<file path="config.mk">
export PLATFORM = sky130hd
export DESIGN_NAME = nuc_pattern_matcher
export DESIGN_NICKNAME = d
export VERILOG_FILES = /design/src/rtl/nuc_pattern_matcher.sv
export SDC_FILE = /design/constraint.sdc
export NUM_CORES = 1
export LEC_CHECK = 0
export BUFFER_PORTS_ARGS = -buffer_cell sky130_fd_sc_hd__buf_4
export CELL_PAD_IN_SITES_DETAIL_PLACEMENT = 1
export CELL_PAD_IN_SITES_GLOBAL_PLACEMENT = 1
export CORE_UTILIZATION = 41
export DETAILED_ROUTE_END_ITERATION = 8
export PLACE_DENSITY = 0.74
export SLEW_MARGIN = 20
export SYNTH_ARGS = -nofsm -noshare
export SYNTH_HDL_FRONTEND = slang
export SYNTH_SLANG_ARGS = --single-unit
</file>
<file path="constraint.sdc">
create_clock -name clock -period 3 [get_ports clock]
set_input_delay 0.6 -clock clock [delete_from_list [all_inputs] [get_ports clock]]
set_output_delay 0.6 -clock clock [all_outputs]
set_load 0.02 [all_outputs]
</file>
<file path="src/rtl/nuc_pattern_matcher.sv">
// Slides a 4-nucleotide window over nucleotide memory and counts matches of one
// pattern word, reporting the start address of the first hit.
module nuc_pattern_matcher #(
    parameter int NUC_AW = 16,
    parameter int PAT_AW = 12,
    parameter int CNT_W  = 16
) (
    input  logic              clock,
    input  logic              reset_L,
    input  logic              start,
    input  logic [PAT_AW-1:0] pat_sel,
    input  logic [NUC_AW:0]   seq_len,
    output logic              nuc_re,
    output logic [NUC_AW-1:0] nuc_addr,
    input  logic [1:0]        nuc_data,
    output logic              pat_re,
    output logic [PAT_AW-1:0] pat_addr,
    input  logic [7:0]        pat_data,
    output logic              busy,
    output logic              done,
    output logic [CNT_W-1:0]  match_count,
    output logic              found,
    output logic [NUC_AW-1:0] first_addr
);

    localparam logic [NUC_AW:0] MAX_LEN = {1'b1, {NUC_AW{1'b0}}};

    typedef enum logic [1:0] {IDLE, LOADPAT, SCAN, DONE} state_t;

    state_t             state, next_state;
    logic [PAT_AW-1:0]  sel_q;
    logic [NUC_AW:0]    len_q;
    logic [7:0]         pattern;
    logic [7:0]         window;
    logic [NUC_AW:0]    idx;
    logic [NUC_AW:0]    idx_m3;
    logic [7:0]         nextwin;
    logic               hit;
    logic               last;

    assign nextwin = {window[5:0], nuc_data};
    assign hit     = (idx >= (NUC_AW+1)'(3)) && (nextwin == pattern);
    assign last    = (idx == len_q - (NUC_AW+1)'(1));
    assign idx_m3  = idx - (NUC_AW+1)'(3);

    always_ff @(posedge clock) begin
        if (!reset_L) state <= IDLE;
        else          state <= next_state;
    end

    always_comb begin
        next_state = state;
        case (state)
            IDLE:    if (start) next_state = LOADPAT;
            LOADPAT: next_state = (len_q >= (NUC_AW+1)'(4)) ? SCAN : DONE;
            SCAN:    if (last) next_state = DONE;
            DONE:    next_state = IDLE;
            default: next_state = IDLE;
        endcase
    end

    always_comb begin
        busy     = (state == LOADPAT) || (state == SCAN);
        done     = (state == DONE);
        pat_re   = (state == LOADPAT);
        pat_addr = (state == LOADPAT) ? sel_q : '0;
        nuc_re   = (state == SCAN);
        nuc_addr = (state == SCAN) ? idx[NUC_AW-1:0] : '0;
    end

    // Request capture and scan datapath; validity is qualified by state.
    always_ff @(posedge clock) begin
        case (state)
            IDLE: if (start) begin
                sel_q <= pat_sel;
                len_q <= (seq_len > MAX_LEN) ? MAX_LEN : seq_len;
            end
            LOADPAT: begin
                pattern <= pat_data;
                window  <= '0;
                idx     <= '0;
            end
            SCAN: begin
                window <= nextwin;
                idx    <= idx + (NUC_AW+1)'(1);
            end
            default: ;
        endcase
    end

    always_ff @(posedge clock) begin
        if (!reset_L) begin
            match_count <= '0;
            found       <= 1'b0;
            first_addr  <= '0;
        end else if (state == LOADPAT) begin
            match_count <= '0;
            found       <= 1'b0;
            first_addr  <= '0;
        end else if (state == SCAN && hit) begin
            if (match_count != '1) match_count <= match_count + CNT_W'(1);
            if (!found) begin
                found      <= 1'b1;
                first_addr <= idx_m3[NUC_AW-1:0];
            end
        end
    end

endmodule

</file>
==> results of run 1 <==
state kept, by name, indices dropped and copies added (netlist names):
| register | cells |
|---|---|
| state | 2 |
| match_count | 16 |
| sel_q | 12 |
| pattern | 8 |
| window | 6 |
| idx | 17 |
| len_q | 17 |
| first_addr | 16 |
| found | 1 |
metrics by stage:
step | hold WS, ns | cell area, sq um | setup slack (ns)
3_3_place_gp | 0.490 | 6070 | 0.412
2_1_floorplan | 0.551 | 5090 | 0.538
3_5_place_dp | 0.498 | 6070 | 0.337
5_1_grt | 0.413 | 6330 | 0.199
4_1_cts | 0.412 | 6330 | 0.320
6_report | 0.425 | 6330 | 0.327
cells by family (layout without fill, tap and decap cells):
logic type      after synthesis  after routing  share of synthesized area
flops                        95             95                      0.491
xor+xnor                     53             53                     0.0912
mux                           7              7                     0.0143
compound gates               72             72                     0.0929
buf+inv                      39            143                     0.0297
fa+ha+maj                     8              8                     0.0197
simple gates                229            229                      0.261
synth_stat cells, drive strengths merged (2+ instances only):
library cell and count:
edfxtp 60, and2 48, dfxtp 35, xnor2 35, nor2 34, nand2 27, nor2b 24, clkbuf 23
a21oi 22, xor2 18, o21ai 16, a211oi 15, nand3 14, or3 13, nand4 12, nor4 12
nor3 11, inv 10, ha 8, and3 7, and4 7, nand2b 7, buf 6, mux2i 5
or4 3, a2111oi 2, a21boi 2, a311oi 2, a41oi 2, mux2 2, nand3b 2, nor3b 2
o31ai 2, or4b 2
power by group through the flow:
stage	clock network (mW)	registers [mW]	logic, mW
detailed placement	0	2.30	2.00
global placement	0	2.28	1.95
CTS	1.09	2.27	2.02
global route	1.13	2.32	2.17
floorplan	0	2.02	1.54
finish	1.06	2.27	1.99
worst reg2reg max path, cell delays in order (launching register included):
cell	delay (ns)
edfxtp_1	0.43
inv_1	0.09
ha_1	0.24
or4b_1	0.60
or4b_1	0.51
a21oi_1	0.17
o32a_1	0.15
and4_4	0.24
mux2i_1	0.17
worst paths after layout:
check	from	end	slack [ns]
worst max-delay path	len_q[0]	state[1]	0.33
worst min-delay path	pat_sel[1]	sel_q[1]	0.42
worst max register to register	len_q[0]	state[1]	0.33
worst min register to register	first_addr[15]	first_addr[15]	0.51
routing by layer:
layer | vias to the layer above | GRT usage
met4 | 0 | 0.0807
met1 | 1960 | 0.241
met3 | 16 | 0.0388
met2 | 90 | 0.353
met5 | - | 0
li1 | 2012 | -
area by class of cell:
cell class | count | area (sq um)
clock buffers | 11 | 233
clock inverters | 5 | 31.3
fillers | 1381 | 5730
inverters | 10 | 37.5
multi-input cells | 369 | 2440
flip-flops and latches | 95 | 2500
well taps | 168 | 210
repair buffers | 117 | 878
==> flow_summary.ini, run 1 <==
[outcome]
status = finished clean

[sta]
fin_tns_setup_ns = 0
rsz0062_at_grt = false
worst_clock_skew_ns = 0.00837
post-route-period-util = 0.891
slew_viol_final = 0
final.min_clock_period_ns = 2.67
worstMarginPinSlew_ns = 0.761
maxSlewHeadroom = 0.486
setup_viol = 0
fmax_mhz = 374
hold_viol_final = 0

[power]
p_total_mw = 5.33
pwr-share-comb = 0.374
ir_drop_mv = 0.342
p_per_area_nw_per_um2 = 841
power.switching_mw = 2.08
seqPwrFrac = 0.427
internal_power_mw = 3.24
p_clk_frac = 0.199
p_leak_nw = 2.33
swShare = 0.391

[layout]
fin_util = 0.525
final_common_cell = buf_4
final_cell_mix = 117 x buf_4, 60 x edfxtp_1, 48 x and2_1
final_layout_size_suffix_gt1_frac = 0.227
fin_nets = 652
area_growth_pct = 24.3
antennaDiodeCount = 0
final_cell_count_no_fill = 775

[drt]
met1_length_um = 5540
viasPerCell = 5.26
avgRoutedWirePerCell_um = 16.1
first_iter_violations = 179
dr_wl_met2_um = 6250
wl_met3_um = 493
post-route-drc-count = 0
totalWireLength_um = 12500
dr.pass1.iters = 4
routed.top_layer = met4
vias = 4078
ant_nets = 0

[synth]
yosysTopAreaCell = edfxtp_1
yosysSeqAreaShare = 0.491
ys_ff_latch = 95
synth_edf_count = 60
ys_types = 54
syn-cell-area_sq_um = 5090
yosysWarnings = 0
synth_ff_type = edfxtp_1
synth.area.top_cells = edfxtp_1 35%, dfxtp_1 14%, xnor2_1 6.0%
synth_area_per_cell_sq_um = 10.1
yosysTopAreaCellShare = 0.354
netlist_instances = 503
async_reset_ff_frac = 0
synth_fp_nets = 553

[clock_network]
cts-root-buf = clkbuf_16
ctsResizeCount = 0
clk_latency_ns = 0.35
cts_made_buffers = 9
clk_path_buf_depth = 2
cts_setup_buffers = 0
htreeDepth = 3
clk_pin_slew_ns = 0.06
cts_tree = done
cts_sinks = 95
hold_buffers = 0

[worst_hold_path]
min_path_cells = 1
hold_path_class = primary input to flip-flop

[setup_path]
crit_family = simple AND/OR/NAND/NOR gates
cp_slowest_cell = or4b_1
worstSetupEndpointType = flip-flop
r2r_cells = 8
worst-path-buf-inv = 1
crit_path_max_incr_delay_ns = 0.60
worstSetupStartpointType = flip-flop
crit_arrival_ns = 2.95
critical_path.most_common_cell = or4b_1
critPathMaxFanout = 7
crit_chain = inv_1 > ha_1 > or4b_1 > or4b_1 > a21oi_1 > o32a_1 > and4_4 > mux2i_1
cp.required_ns = 3.28
crit_type = flip-flop to flip-flop
crit_cells = 8

[placed_design]
hpwl_um = 9510
gp_congestion = 0.847
placedCellCount = 759
port_buffers = 106

[grt]
grt_max_degree = 42
grt_pass1_vias = 4119
grt_antenna_before_repair = 0
track_usage = 0.201
grt_overflow_total = 0
grt_pass1_wl_um = 20200

[die]
die_h_um = 113
coreArea_sq_um = 12100
num_rows = 40
die_x_um = 113
pin_count = 107
dieArea_sq_um = 12900
initial_utilization = 0.422

[job]
max-cap-violations = 0
Power figures use the tool's default switching activity.
==> run 2: changes to the inputs <==
BUFFER_PORTS_ARGS = unset   (was -buffer_cell sky130_fd_sc_hd__buf_4)
DONT_BUFFER_PORTS = 1   (was unset)
PLACE_DENSITY = 0.65   (was 0.74)
==> run 2 against run 1 <==
Die area is the same. Setup slack lost 0.073 ns. Critical path type unchanged. Via count shrank 9.8%.
==> flow_summary.ini, run 2 (same netlist as run 1, synthesis figures left out) <==
[drt]
first_iter_violations = 177
post-route-drc-count = 0
avgRoutedWirePerCell_um = 17.8
vias = 3677
viasPerCell = 5.47
ant_nets = 0
totalWireLength_um = 12000
dr.pass1.iters = 6

[placed_design]
hpwl_um = 8870
dp_slack_ns = 0.287
place_area_sq_um = 5290
port_buffers = 0
gp_congestion = 0.821

[setup_path]
critPathMaxFanout = 7
cp.required_ns = 3.27
critical_path.most_common_cell = or4b_1
crit_type = flip-flop to flip-flop
crit_family = simple AND/OR/NAND/NOR gates
crit_path_max_incr_delay_ns = 0.61
worstSetupStartpointType = flip-flop
worstSetupEndpointType = flip-flop
crit_arrival_ns = 3.02
cp_slowest_cell = or4b_1
crit_chain = inv_1 > ha_1 > or4b_1 > or4b_1 > a21oi_1 > o32a_1 > and4_4 > mux2i_1
worst-path-buf-inv = 1

[layout]
final_cell_mix = 60 x edfxtp_1, 48 x and2_1, 35 x xnor2_1, 35 x dfxtp_1, 34 x nor2_1
fill_cells = 1334
area_growth_pct = 9.34
fin_nets = 549
reg_top3 = idx (17), len_q (17)
antennaDiodeCount = 0
fin_util = 0.462
final_area_sq_um = 5570
final_common_cell = edfxtp_1
final_layout_size_suffix_gt1_frac = 0.0714

[grt]
grt_max_degree = 42
grt_antenna_before_repair = 0
grt_pass1_vias = 3655
grt_overflow_total = 0
grt_pass1_wl_um = 18900
track_usage = 0.194

[clock_network]
htreeDepth = 3
cts_sinks = 95
clk_pin_slew_ns = 0.07
clk_path_buf_depth = 2
cts_tree = done
ctsResizeCount = 0
hold_buffers = 0
cts-root-buf = clkbuf_16
cts_made_buffers = 9
cts_setup_buffers = 0
clk_latency_ns = 0.35

[die]
num_rows = 40
dieArea_sq_um = 12900
coreArea_sq_um = 12100
pin_count = 107
die_h_um = 113
initial_utilization = 0.422
die_x_um = 113

[sta]
timing.final.ws_setup_ns = 0.255
maxSlewHeadroom = 0.510
rsz0062_at_grt = false
worst_clock_skew_ns = 0.00973
fmax_mhz = 364
setup_viol = 0
hold_viol_final = 0
post-route-period-util = 0.915
final.min_clock_period_ns = 2.75
worstMarginPinSlew_ns = 0.725
fin_tns_setup_ns = 0
slew_viol_final = 0

[outcome]
status = finished clean

[power]
p_per_area_nw_per_um2 = 927
ir_drop_mv = 0.471
p_total_mw = 5.16
p_leak_nw = 1.79

[job]
max-cap-violations = 0

[worst_hold_path]
hold_path_class = primary input to flip-flop
==> run 2: cell count changes in the layout (fill, tap and decap cells not counted) <==
| cell | change |
|---|---|
| buf_4 | -103 |
| clkinvlp_4 | +2 |
| inv_4 | -2 |
| clkbuf_1 | -1 |
| inv_8 | +1 |
==> run 2: path summary, 6_finish.rpt <==
check                   from         to  slack [ns]  cells after the start
setup / recovery    len_q[0]   state[1]        0.25                      8
setup reg to reg    len_q[0]   state[1]        0.25                      8
hold reg to reg    window[1]  window[3]        0.59                      1
hold / removal    pat_sel[1]   sel_q[1]        0.34                      0
==> run 2: layer usage <==
metal	vias to the layer above	track usage	part of all wire
met5	-	0	0
met4	0	0.0877	0.019
met3	14	0.0441	0.047
met2	90	0.317	0.48
met1	1770	0.246	0.46
li1	1803	-	-
==> run 2: area by class of cell <==
class / count / area (sq um) / area share
sequential: 95 / 2500 / 0.449
multi-input combinational: 369 / 2440 / 0.438
clock buffer: 10 / 229 / 0.0411
tap: 168 / 210 / 0.0378
timing repair buffer: 14 / 105 / 0.0189
clock inverter: 6 / 45.0 / 0.00809
inverter: 10 / 37.5 / 0.00674
==> run 2: where the power goes <==
group / switching, mW / leakage [nW] / internal (mW)
Sequential: 0.399 / 0.864 / 1.83
Combinational: 1.14 / 0.798 / 0.706
Clock: 0.527 / 0.131 / 0.569
==> run 2: worst reg2reg max path, stage by stage (launching register included) <==
cell	delay [ns]
edfxtp_1	0.45
inv_1	0.09
ha_1	0.24
or4b_1	0.61
or4b_1	0.51
a21oi_1	0.17
o32a_1	0.16
and4_4	0.24
mux2i_1	0.20
==> run 2: metrics by stage <==
| step | hold WS, ns | instances |
|---|---|---|
| floorplan | 0.551 | 503 |
| global placement | 0.565 | 656 |
| detailed placement | 0.577 | 656 |
| CTS | 0.322 | 672 |
| global route | 0.321 | 672 |
| finish | 0.338 | 672 |
